**src/rtl/program_loader.sv**
```systemverilog
// rtl/program_loader.sv - byte-stream program loader writing instruction memory behind a CPU hold
module program_loader #(
    parameter int           WORD_SIZE  = 32,
    parameter int           ADDR_WIDTH = 8,
    parameter logic [7:0]   SYNC_BYTE  = 8'hA5
) (
    input  logic                  clk,
    input  logic                  rst,
    input  logic                  start,
    input  logic                  byte_valid,
    input  logic [7:0]            byte_data,
    output logic                  byte_ready,
    output logic                  mem_we,
    output logic [ADDR_WIDTH-1:0] mem_addr,
    output logic [WORD_SIZE-1:0]  mem_wdata,
    output logic                  cpu_hold,
    output logic                  done,
    output logic                  error
);

    typedef enum logic [2:0] {
        ST_IDLE, ST_HDR, ST_COUNT, ST_DATA, ST_WRITE, ST_CHECK, ST_DONE, ST_ERR
    } state_t;

    state_t                  state_q, state_d;
    logic [ADDR_WIDTH-1:0]   word_idx_q, word_idx_d;
    logic [1:0]              byte_idx_q, byte_idx_d;
    logic [7:0]              csum_q, csum_d;
    logic [7:0]              n_q, n_d;
    logic [WORD_SIZE-1:0]    asm_q, asm_d;
    logic [ADDR_WIDTH-1:0]   mem_addr_q, mem_addr_d;
    logic [WORD_SIZE-1:0]    mem_wdata_q, mem_wdata_d;
    logic                    done_q, error_q;
    logic                    accept, restart, last_word;

    assign accept    = byte_valid & byte_ready;
    assign restart   = start & (state_q inside {ST_IDLE, ST_DONE, ST_ERR});
    // A count byte of 0 makes n_q - 1 wrap to 255, giving 256 words.
    assign last_word = (8'(word_idx_q) == (n_q - 8'd1));

    always_ff @(posedge clk or negedge rst) begin
        if (!rst) state_q <= ST_IDLE;
        else      state_q <= state_d;
    end

    always_comb begin
        state_d = state_q;
        case (state_q)
            ST_IDLE, ST_DONE, ST_ERR: if (start) state_d = ST_HDR;
            ST_HDR:   if (accept && byte_data == SYNC_BYTE) state_d = ST_COUNT;
            ST_COUNT: if (accept) state_d = ST_DATA;
            ST_DATA:  if (accept && byte_idx_q == 2'd3) state_d = ST_WRITE;
            ST_WRITE: state_d = last_word ? ST_CHECK : ST_DATA;
            ST_CHECK: if (accept) state_d = (byte_data == csum_q) ? ST_DONE : ST_ERR;
            default:  state_d = ST_IDLE;
        endcase
    end

    always_comb begin
        byte_ready = state_q inside {ST_HDR, ST_COUNT, ST_DATA, ST_CHECK};
        mem_we     = (state_q == ST_WRITE);
        cpu_hold   = (state_q != ST_DONE);
    end

    always_comb begin
        word_idx_d  = word_idx_q;
        byte_idx_d  = byte_idx_q;
        csum_d      = csum_q;
        n_d         = n_q;
        asm_d       = asm_q;
        mem_addr_d  = mem_addr_q;
        mem_wdata_d = mem_wdata_q;
        if (restart) begin
            word_idx_d = '0;
            byte_idx_d = '0;
            csum_d     = '0;
            asm_d      = '0;
        end
        case (state_q)
            ST_COUNT: if (accept) n_d = byte_data;
            ST_DATA: if (accept) begin
                csum_d = csum_q ^ byte_data;
                asm_d[{byte_idx_q, 3'b000} +: 8] = byte_data;
                byte_idx_d = byte_idx_q + 2'd1;
                // Capture the full word on the fourth byte so WRITE presents it immediately.
                if (byte_idx_q == 2'd3) begin
                    mem_addr_d  = word_idx_q;
                    mem_wdata_d = asm_d;
                end
            end
            ST_WRITE: begin
                word_idx_d = word_idx_q + ADDR_WIDTH'(1);
                byte_idx_d = '0;
            end
            default: ;
        endcase
    end

    always_ff @(posedge clk or negedge rst) begin
        if (!rst) begin
            word_idx_q  <= '0;
            byte_idx_q  <= '0;
            csum_q      <= '0;
            n_q         <= '0;
            asm_q       <= '0;
            mem_addr_q  <= '0;
            mem_wdata_q <= '0;
            done_q      <= 1'b0;
            error_q     <= 1'b0;
        end else begin
            word_idx_q  <= word_idx_d;
            byte_idx_q  <= byte_idx_d;
            csum_q      <= csum_d;
            n_q         <= n_d;
            asm_q       <= asm_d;
            mem_addr_q  <= mem_addr_d;
            mem_wdata_q <= mem_wdata_d;
            done_q      <= (state_d == ST_DONE);
            error_q     <= (state_d == ST_ERR);
        end
    end

    assign mem_addr  = mem_addr_q;
    assign mem_wdata = mem_wdata_q;
    assign done      = done_q;
    assign error     = error_q;

endmodule
```
**config.mk**
```make
export PLATFORM = sky130hd
export DESIGN_NAME = program_loader
export DESIGN_NICKNAME = d
export VERILOG_FILES = /design/src/rtl/program_loader.sv
export SDC_FILE = /design/constraint.sdc
export NUM_CORES = 1
export LEC_CHECK = 0
export BUFFER_PORTS_ARGS = -buffer_cell sky130_fd_sc_hd__buf_2
export CAP_MARGIN = 25
export CORE_ASPECT_RATIO = 1.5
export CORE_MARGIN = 1
export CORE_UTILIZATION = 45
export CTS_CLUSTER_SIZE = 24
export DETAILED_ROUTE_END_ITERATION = 7
export GPL_ROUTABILITY_DRIVEN = 1
export PLACE_DENSITY = 0.61
export SLEW_MARGIN = 0
export SYNTH_ARGS = -nofsm -noshare
export SYNTH_HDL_FRONTEND = slang
export SYNTH_SLANG_ARGS = --single-unit
```
**constraint.sdc**
```tcl
create_clock -name clk -period 2.19 [get_ports clk]
set_input_delay 0.3285 -clock clk [delete_from_list [all_inputs] [get_ports clk]]
set_output_delay 0.3285 -clock clk [all_outputs]
set_load 0.05 [all_outputs]
```
After elaboration in Yosys (flattened, before gate mapping)

Cells that the tools add are included.

Input bits: 12
Register bits: 103
Output and inout bits: 45
Logic and storage cells: 62

Muxes and demuxes: 20
Reductions and logical operators: 9
Shift-type cells: 2
Equality and inequality tests: 14
Add/subtract/negate cells: 4
Bitwise gates (word level): 3

Operator list:

| operator               | number |
|---|---|
| $mux 32                | 3 |
| $mux 8                 | 5 |
| $bwmux 32              | 1 |
| $shift 8x7->32 const A | 1 |
| $shiftx 8x7->32        | 1 |
| $eq 3x3->1 const B     | 6 |
| $mux 3                 | 6 |
| $pmux 3 s6             | 1 |
| $eq 8x8->1             | 2 |
| $add 8x1->8 const B    | 1 |
| $eq 8x8->1 const B     | 1 |
| $sub 8x1->8 const B    | 1 |
| $xor 8x8->8            | 1 |
| $neg 5->7              | 1 |
| $eq 3x2->1 const B     | 2 |
| $mux 2                 | 2 |
| $pmux 2 s2             | 1 |
| $reduce_bool 4->1      | 1 |
| $eq 3x1->1 const B     | 1 |
| $logic_not 3->1        | 1 |
| $ne 3x3->1 const B     | 1 |
| $reduce_and 3->1       | 1 |
| $reduce_bool 3->1      | 1 |
| $reduce_or 3->1        | 1 |
| 7 further kinds        | 9 |

Depth between registers and ports, before layout

Word-level depth: 7
Gate-level depth with buffers: 8
Mapped depth without buffers: 7

Least setup slack after synthesis

OpenSTA, ideal clock, no wires.

Path type: register to register
From: register byte_idx_q[0]
To: register asm_q[16]
Required time: 2.069 ns
Arrival time: 1.856 ns
Slack: 0.213 ns
Cell stages (with the launch flop): 8
Setup time: 0.121 ns
Buffers on the path: 2
Period minus slack after synthesis: 1.977 ns
Path through: dfrtp_1 inv_2 ha_1 and4bb_1 buf_2 and2_1 buf_2 a22o_1

Word-level cells in the longest chain between the ends: 5
Elaborated cells on any way between the ends: 6
Classes of those cells: add/sub (1); shift (2); mux (3)

RTL lines:

| item                                                     | RTL line | source |
|---|---|---|
| from (decl)                                              | 27       | `logic [1:0] byte_idx_q, byte_idx_d;` |
| from (signal assigned)                                   | 112      | `byte_idx_q <= byte_idx_d;` |
| $neg 5->7 (*)                                            | 83       | `asm_d[{byte_idx_q, 3'b000} +: 8] = byte_data;` |
| $shiftx 8x7->32 / $shift 8x7->32 (equally long branches) | 83       |  |
| $bwmux 32 (*)                                            | 83       |  |
| $mux 32 (*)                                              | 81       | `ST_DATA: if (accept) begin` |
| $mux 32 (*)                                              | 79       | `case (state_q)` |
| named net asm_d[16]                                      | 30       | `logic [WORD_SIZE-1:0] asm_q, asm_d;` |
| to (signal assigned)                                     | 115      | `asm_q <= asm_d;` |
| to (decl)                                                | 30       |  |

The timed path passes the listed nets; every way through them passes the cells marked *.
A chain may end at the register's enable or synchronous reset.

Worst setup path in the final report

From: register state_q[0]
To: output port byte_ready

Word-level cells in the longest chain between the ends: 2
Elaborated cells on any way between the ends: 5
Classes of those cells: eq/ne (4); reduce/logical (1)

RTL lines:

| item                               | RTL line | source |
|---|---|---|
| from (decl)                        | 25       | `state_t state_q, state_d;` |
| from (signal assigned)             | 43       | `else state_q <= state_d;` |
| $eq 3x1->1 (tied with other cells) | 60       | `byte_ready = state_q inside {ST_HDR, ST_COUNT, ST_DATA, ST_CHECK};` |
| $reduce_bool 4->1 (*)              | 60       |  |
| to (decl)                          | 12       | `output logic byte_ready,` |

Every way passes the cells marked *; elsewhere a longest branch is shown, timed or not.

==> impl_metrics.yaml <==
sta:
  hold_violations: 0
  worst_slew_pin_slew_ps: 524
  rsz0062_at_grt: "no"
  tns_ps: 0
  fin_crit_sh: 0.920
  max_freq_ghz: 0.496
  layout_min_cycle_time_ps: 2020
  fin_skew_ps: 8.34
  maxSlewHeadroom: 0.651
  setup_violations: 0
  final-max-slew-violation-count: 0
synthesis:
  synthesis.area_sq_um: 4700
  synth_xor_area_frac: 0.0373
  avgSynthCellArea_sq_um: 10.7
  syn-num-nets: 457
  synth_cell_type_count: 55
  yosys.area.top_type: "dfrtp_1"
  synth_edf_count: 0
  ys_ff_latch: 95
  synth_most_common_cell: "dfrtp_1"
  ys.flop_type: "dfrtp_1"
  ys_async_sr_fraction: 1.00
  synth_area_leaders: "dfrtp_1 (51%), o21ai_1 (5.9%), a22o_1 (5.8%)"
  yosys.area_share.simple: 0.167
  yosysTopAreaCellShare: 0.506
  yosysSeqAreaShare: 0.506
  yosysWarnings: 0
  synth_top_family_by_area: "compound AO/OA/AOI/OAI gates"
  yosys-top-cells-count: "dfrtp_1 (95), nand2_1 (57), o21ai_1 (55), a22o_1 (31), a22oi_1 (25)"
  synth_cells: 438
  synthMuxAreaShare: 0.0312
  synthAdderAreaFrac: 0.0208
  synth_compound_area_frac: 0.199
critical_path:
  slowest_delay_ps: 630
  startpoint: "state_q[0]$_DFF_PN0_"
  timing.rr.start: "state_q[2]$_DFF_PN0_"
  cp-start-kind: "register"
  worstSetupPathType: "reg2out"
  r2r-end: "mem_wdata[24]$_DFFE_PN0P_"
  critPathRequiredTime_ps: 1860
  regToRegSetupSlack_ps: 290
  crit_path_max_fanout: 12
  cp-endpoint: "byte_ready"
  critPathArrivalTime_ps: 1690
  crit_chain: "nor2b_1 -> or2_4 -> buf_2"
  r2r.worst_path.cells: 5
  endpoint_kind: "output port"
  slowest_stage: "dfrtp_1"
routing:
  via_per_inst: 5.60
  wl_met2_um: 5250
  wl_um: 10600
  wl_met1_um: 4650
  dr.pass1.iters: 4
  ant_nets: 0
  drt_iter0_markers: 174
  maxUsedRoutingLayer: "met4"
  route.met3.wl_um: 324
  routedWlPerCell_um: 17.1
  drc: 0
  vias: 3450
floorplan:
  fp.dieW_um: 85.4
  start_util: 0.464
  core_region_area_sq_um: 10100
  row_count: 45
  num_io_pins: 57
  dieArea_sq_um: 10900
  die-height_um: 127
final_layout:
  final_net_count: 513
  fin_cells: 616
  fill_cells: 901
  drive_above_1_share: 0.246
  design_area_sq_um: 5450
  n_antenna_cell: 0
  areaGrowthSynthToFinish_pct: 15.9
  post-route-util: 0.537
global_routing:
  antenna_found_initial: 0
  gr-total-overflow: 0
  grt_pass1_vias: 3434
  grt_max_degree: 55
  grt_pass1_wl_um: 17700
  grt_usage: 0.213
placed_design:
  hpwl_um: 7500
  io_buffers: 56
  dp_cells: 599
  placed_area_sq_um: 5140
  place_congestion: 0.790
power_and_ir_drop:
  p_total_w: 0.00805
  p_per_area_nw_per_um2: 1480
  total_leakage_power_nw: 2.52
  ir_drop_mv: 0.571
outcome:
  status: "finished clean"
cts:
  insertion_delay_ps: 350
  root_buffer: "clkbuf_16"
  cts_sinks: 95
  cts_buffers: 9
  path_clk_slew_ps: 60
  cts_tree: "done"
  max-clock-path-buffers: 2
  cts_max_level: 3
  cts_resized: 0
hold_path:
  hold_path_class: "in2reg"
job:
  max_cap_viol_count: 0
## report_power, final
group,total (W),switching [W],internal [W],leakage (nW)
Sequential,0.00292,0.000564,0.00236,1.28
Combinational,0.00360,0.00226,0.00134,1.10
Clock,0.00153,0.000684,0.000844,0.148
Total,0.00805,0.00351,0.00454,2.52
## placed cells by master (no fill, tap or decap), types with 2 or more instances in the layout
master and instances:
and2_1 5, nor3_1 2, ha_1 7, nand3b_1 2
clkbuf_8 2, nand2_2 2, dfrtp_1 95, and3_1 4
nor3_4 3, a22o_1 31, o21ai_0 6, nor2_4 2
inv_2 3, nor2b_1 3, a21oi_1 4, inv_6 2
buf_12 3, o21ai_1 55, nor4bb_1 2, buf_2 55
nor2_8 4, nand2_1 56, mux2_2 6, nand2b_1 2
a22oi_1 25, nand3_1 10, clkbuf_16 9, mux2_1 7
a21oi_4 3, clkinv_2 2, inv_1 4, xor2_1 5
buf_4 16, nand4_1 7, nor2_1 18, xnor2_1 15
## kinds of logic after synthesis
family,Yosys count
compound gates,134
simple gates,131
flops,95
buf+inv,37
xor+xnor,20
mux,13
fa+ha+maj,8
## flip-flops by register name, indices dropped and copies added, names as in the netlist
signal	flops
word_idx_q	8
error	1
n_q	8
csum_q	8
mem_addr	8
mem_wdata	32
byte_idx_q	2
state_q	3
done	1
asm_q	24
## repair_timing
item / 4_1_cts / 5_1_grt
hold endpoints to repair: 26 / 0
buffers inserted: 0 / 0
hold buffers: 1 / 0
## through the flow
step                setup slack (ps)  hold slack [ps]
finish                           175              368
global route                    80.8              365
CTS                              158              357
detailed placement               279              289
global placement                 334              287
floorplan                        213             32.9
## worst min path at each step
stage | from | end | slack, ps | cells past startpoint
6_report | byte_data[2] | csum_q[2]$_DFF_PN0_ | 370 | 3
5_1_grt | byte_data[4] | csum_q[4]$_DFF_PN0_ | 360 | 3
4_1_cts | byte_data[2] | csum_q[2]$_DFF_PN0_ | 360 | 3
3_5_place_dp | rst | error$_DFF_PN0_ | 290 | 1
3_3_place_gp | rst | csum_q[6]$_DFF_PN0_ | 290 | 1
2_1_floorplan | rst | asm_q[0]$_DFF_PN0_ | 30 | 0
## per-layer routing
layer	track usage	vias up
li1	-	1680
met1	0.268	1679
met2	0.351	72
met3	0.0381	19
met4	0.109	0
met5	0	-
## worst max-delay path, delay by kind of cell (launching register included)
family                 cells  cell delay, ps
flip-flops                 1             630
AND/OR/NAND/NOR            2             450
buffers and inverters      1             260
## final cells by class
type / instances / area (sq um) / share of cell area
flip-flops and latches: 95 / 2380 / 0.436
multi-input cells: 306 / 2140 / 0.393
repair buffers: 75 / 465 / 0.0855
clock buffers: 11 / 253 / 0.0464
well taps: 117 / 146 / 0.0269
clock inverters: 5 / 38.8 / 0.00712
inverters: 7 / 26.3 / 0.00482
Note: power is estimated with default switching activity, not from simulation.
